File: config.mk
export PLATFORM = sky130hd
export DESIGN_NAME = switch_button_reader
export DESIGN_NICKNAME = d
export VERILOG_FILES = /design/src/rtl/switch_button_reader.sv
export SDC_FILE = /design/constraint.sdc
export NUM_CORES = 1
export LEC_CHECK = 0
export CORE_ASPECT_RATIO = 1.5
export CORE_UTILIZATION = 62
export DETAILED_ROUTE_END_ITERATION = 6
export PLACE_DENSITY = 0.8
export RECOVER_POWER = 100
export SYNTH_ARGS = -nofsm -noshare
export SYNTH_HDL_FRONTEND = slang
export SYNTH_SLANG_ARGS = --single-unit
File: constraint.sdc
create_clock -name clk -period 2.7 [get_ports clk]
set_input_delay 0.675 -clock clk [delete_from_list [all_inputs] [get_ports clk]]
set_output_delay 0.675 -clock clk [all_outputs]
set_load 0.02 [all_outputs]
File: src/rtl/switch_button_reader.sv
// Slide-switch / push-button input port: two-flop synchronizer, per-bit debounce,
// latched button-press flags, and a registered read port with a pending-press interrupt.
module switch_button_reader #(
    parameter int DEBOUNCE = 50000,
    parameter int CNT_W    = 16
) (
    input  logic        clk,
    input  logic        reset,
    input  logic [7:0]  sw,
    input  logic [3:0]  btn,
    input  logic        re,
    input  logic        sel,
    output logic [15:0] out,
    output logic        valid,
    output logic        irq
);

    localparam int               NB      = 12;
    localparam logic [CNT_W-1:0] CNT_MAX = CNT_W'(DEBOUNCE - 1);

    // Bits [7:0] are the switches, bits [11:8] the buttons, matching the level read layout.
    logic [NB-1:0]    sync1;
    logic [NB-1:0]    sync2;
    logic [NB-1:0]    stable;
    logic [NB-1:0]    stable_d;
    logic [CNT_W-1:0] cnt   [NB];
    logic [CNT_W-1:0] cnt_d [NB];
    logic [3:0]       flags;
    logic [3:0]       flags_d;
    logic [3:0]       press;

    always_comb begin
        // NOTE: every output of this block gets a default before any branch, so no latch is inferred.
        stable_d = stable;
        for (int i = 0; i < NB; i++) begin
            cnt_d[i] = '0;
            if (sync2[i] != stable[i]) begin
                if (cnt[i] == CNT_MAX) begin
                    stable_d[i] = sync2[i];
                end else begin
                    cnt_d[i] = cnt[i] + CNT_W'(1);
                end
            end
        end
        press = stable_d[11:8] & ~stable[11:8];
        // A press landing on the same edge as a read-clear survives the clear.
        flags_d = ((re && sel) ? 4'b0000 : flags) | press;
    end

    // NOTE: state uses non-blocking assignments so every flop samples pre-edge values.
    always_ff @(posedge clk or negedge reset) begin
        if (!reset) begin
            sync1  <= '0;
            sync2  <= '0;
            stable <= '0;
            // NOTE: the counter array is small and must restart from zero, so it is reset like plain flops.
            for (int i = 0; i < NB; i++) begin
                cnt[i] <= '0;
            end
            flags  <= '0;
            out    <= '0;
            valid  <= 1'b0;
        end else begin
            sync1  <= {btn, sw};
            sync2  <= sync1;
            stable <= stable_d;
            for (int i = 0; i < NB; i++) begin
                cnt[i] <= cnt_d[i];
            end
            flags  <= flags_d;
            valid  <= re;
            if (re) begin
                out <= sel ? {12'b0, flags} : {4'b0, stable};
            end
        end
    end

    assign irq = |flags;

endmodule

### Yosys cells after proc, flatten, opt, wreduce, memory -nomap -nowiden

Index checks and enable logic that the tools add are counted.

| operators by class | value |
|---|---|
| add/subtract/negate cells | 12 |
| eq/ne operators | 24 |
| multiplexer cells | 34 |
| bitwise gates (word level) | 3 |
| reductions and logical operators | 10 |

Operators by type and width:

| operator | number |
|---|---|
| two-way mux 16 bit | 24 |
| adder 16 x 1 -> 16 bit, second input constant | 12 |
| equality test 16 bit, second input constant | 12 |
| AND reduction 2 bit | 8 |
| two-way mux 12 bit | 1 |
| != test 1 bit | 12 |
| two-way mux 1 bit | 8 |
| AND 4 bit | 1 |
| two-way mux 4 bit | 1 |
| NOT 4 bit | 1 |
| OR 4 bit | 1 |
| OR reduction 4 bit | 1 |
| logical AND 1 bit | 1 |

| storage, ports and cells | value |
|---|---|
| flip-flop bits (word level) | 249 |
| input port bits | 16 |
| output and inout port bits | 18 |

### Depth between registers and ports, before layout

| depth | value |
|---|---|
| word-level depth | 5 |
| mapped depth | 6 |

### Worst setup path after synthesis

Ideal clock, no wire load.

| timing path | value |
|---|---|
| path type | reg2reg |
| from | register cnt[125] in the netlist's numbering |
| to | register stable[4] |
| arrival time | 1.938 ns |
| data required time | 2.575 ns |
| setup slack | 0.638 ns |
| cell stages (with the launch flop) | 5 |
| period minus slack after synthesis | 2.062 ns |
| path through | dfrtp_1 -> or4_1 -> or3_4 -> nor4_1 -> mux2_2 |

| between the ends | value |
|---|---|
| longest elaborated chain between the ends | 2 |

Ends and longest elaborated chain:

| element | RTL line | source |
|---|---|---|
| from (decl) | 26 | `logic [CNT_W-1:0] cnt [NB];` |
| from (signal, indexed assignment) | 68 | `cnt[i] <= cnt_d[i];` |
| equality test 16 bit | 38 | `if (cnt[i] == CNT_MAX) begin` |
| AND reduction 2 bit (no line) | - |  |
| to (signal assigned) | 66 | `stable <= stable_d;` |
| to (decl) | 24 | `logic [NB-1:0] stable;` |

Every way passes these cells.
A chain may end at the register's enable or synchronous reset.

==> metrics.cfg <==
[setup_path]
critPathRequiredTime_ps = 3090
arrival_ps = 2850
cp_cell_sequence = or4_1, or3_1, o41ai_2, clkbuf_2, nor2_1
slowest_delay_ps = 640
cp_slowest_cell = o41ai_2
startpoint_type = flop
worstSetupPathType = flop to flop
endpoint_kind = flop
r2r_start = cnt[124]$_DFF_PN0_
critPathLaunch = cnt[124]$_DFF_PN0_
path_max_fanout = 10

[global_route]
gr-total-overflow = 0
grt_usage = 0.237
grt_max_degree = 86
grt_antenna_before_repair = 0
grt_pass1_wl_um = 36800
grt_pass1_vias = 8126

[sta]
tightestPinTransition_ps = 1950
fin_crit_sh = 0.914
clock_skew_ps = 7.41
clock.fmax_mhz = 405
setup-violations-final = 0
hold_viol = 0
min_period_ps = 2470
max_slew_margin = -0.299
finalMaxSlewViolations = 40
rsz0062_at_grt = false
fin_tns_setup_ps = 0

[clock_network]
cts-hold-fix-buffers = 0
cts.sinks = 245
htree_levels = 1
clockBufferDepth = 3
postCtsSetupBuffers = 0
post_cts_resized = 1
cts_tree = built
cts_made_buffers = 24
path_clk_slew_ps = 60
root_buffer = clkbuf_16
clock_latency_ps = 510

[synthesis]
yosys.area_share.adder = 0.0133
synth_top_family_by_area = simple AND/OR/NAND/NOR gates
synth_mux_area_frac = 0.0166
yosysUniqueCellTypes = 37
yosysTopAreaCell = dfrtp_1
synthSimpleGateAreaFrac = 0.239
synth_xor_area_frac = 0.133
netlist_instances = 1095
synthTopCellsByArea = dfrtp_1, xnor2_1, nor2_1
ys_ff_latch = 245
ys_warn_count = 0
yosysSeqAreaShare = 0.545
synth_edf_count = 0
avgSynthCellArea_um2 = 10.3
postSynth.asyncResetShare = 1.00
synth_top_area_frac = 0.545
synth-compound-area-share = 0.0248
post-synth-top-count-cell = dfrtp_1
synth_area_um2 = 11200
yosys-top-cells-count = dfrtp_1, nor2_1, xnor2_1, nand3_1, inv_1
synth_flop_cell = dfrtp_1

[routing]
drc = 1
wl_per_cell_um = 15.3
drtAntennaViolNets = 0
first_pass_iters = 7
finalWirelength_um = 21100
drtIter0Drc = 477
avgViaCountPerCell = 5.73
num_vias = 7887

[place]
gp_congestion = 0.866
placedInstanceArea_um2 = 11900
port_buffers = 29
place_inst = 1336
hpwl_um = 14100

[cells_and_area]
fin_area_um2 = 12600
final_util = 0.704
area_growth_pct = 11.8
final_layout_size_suffix_gt1_frac = 0.0569
fillerInstances = 1319
antennaDiodeCount = 0
final_nets = 1173
final_cells = 1377

[floorplan]
dieHeight_um = 167
design.core.area_um2 = 17900
die_w_um = 112
fp.dieArea_um2 = 18700
start_util = 0.630
std_cell_rows = 60
ios = 34

[power]
powerDensity_nw_per_um2 = 592
cellLeakagePower_uw = 0.00508
peakVddDrop_uv = 571

[run]
maxCapViolCount = 1

[worst_hold_path]
hp-class = flop to flop
hold_start = sync1[3]$_DFF_PN0_

[run_status]
violations = DRC, capacitance limit, slew limit
status = finished with violations

-- power breakdown --
| part | switching [uW] | internal, uW | total [uW] |
|---|---|---|---|
| registers | 56.9 | 3740 | 3800 |
| clock network | 1350 | 2040 | 3380 |
| logic | 181 | 85.7 | 266 |
| total | 1580 | 5860 | 7450 |
-- registers in the layout, summed over array words and instances, names as in the netlist --
| signal | count |
|---|---|
| cnt | 192 |
| out | 12 |
| stable | 12 |
| sync1 | 12 |
| sync2 | 12 |
| flags | 4 |
| valid | 1 |
-- routing by layer --
metal  global-route usage  vias to the layer above  part of all wire
met1                0.285                     3867              0.41
met5                    0                        -                 0
met4               0.0783                        0             0.025
met3               0.0364                       44             0.037
met2                0.433                      114              0.52
li1                     -                     3862                 -
-- worst max-delay path: cells and delay by family (launching register included) --
| kind | cells | cell delay [ps] |
|---|---|---|
| AO/OA/AOI/OAI | 1 | 640 |
| flip-flops | 1 | 420 |
| AND/OR/NAND/NOR | 3 | 960 |
| buffers and inverters | 1 | 330 |
-- cells in the final DEF (no fill, tap or decap), drive strengths merged, types with 10 or more instances in the layout --
cell / netlist / layout
dfrtp: 245 / 245
xor2: 29 / 29
nor2: 202 / 202
xnor2: 142 / 142
and3: 16 / 16
clkbuf: 15 / 44
or3: 10 / 10
dlygate4sd3: 0 / 27
o21ai: 14 / 14
nor4: 50 / 50
nand4: 44 / 44
a21oi: 12 / 12
nand3: 70 / 70
mux2: 13 / 13
inv: 54 / 54
ha: 12 / 12
nor3: 52 / 52
nor4bb: 14 / 14
nand2: 42 / 42
-- cells by family after synthesis --
| family | count (synthesis) |
|---|---|
| other cells | 1 |
| buf+inv | 76 |
| compound gates | 38 |
| fa+ha+maj | 12 |
| simple gates | 535 |
| flops | 245 |
| xor+xnor | 171 |
| mux | 17 |
-- path summary, 6_finish.rpt --
check                                endpoint  slack [ps]  cells past startpoint
hold / removal             sync2[3]$_DFF_PN0_         350                      0
hold reg to reg            sync2[3]$_DFF_PN0_         350                      0
setup reg to reg           cnt[116]$_DFF_PN0_         230                      5
max in group asynchronous   cnt[16]$_DFF_PN0_         500                      2
min in group asynchronous  cnt[113]$_DFF_PN0_         810                      1
setup / recovery           cnt[116]$_DFF_PN0_         230                      5
-- layout make-up --
cell class | instances | area, um2 | share of cell area
multi-input combinational | 777 | 4770 | 0.379
tap | 217 | 272 | 0.0216
inverter | 54 | 203 | 0.0161
timing repair buffer | 43 | 394 | 0.0313
sequential | 245 | 6130 | 0.487
clock inverter | 6 | 83.8 | 0.00666
clock buffer | 35 | 723 | 0.0575
-- per-stage QoR --
step                      total power (uW)  hold WS, ps  setup WS (ps)
after floorplan                       3990          331            638
after global placement                4140          333            522
after detailed placement              4150          335            427
after CTS                             7540         47.4            232
after global routing                  7700          351           90.2
final                                 7450          347            233
(Power assumes the default switching activity.)
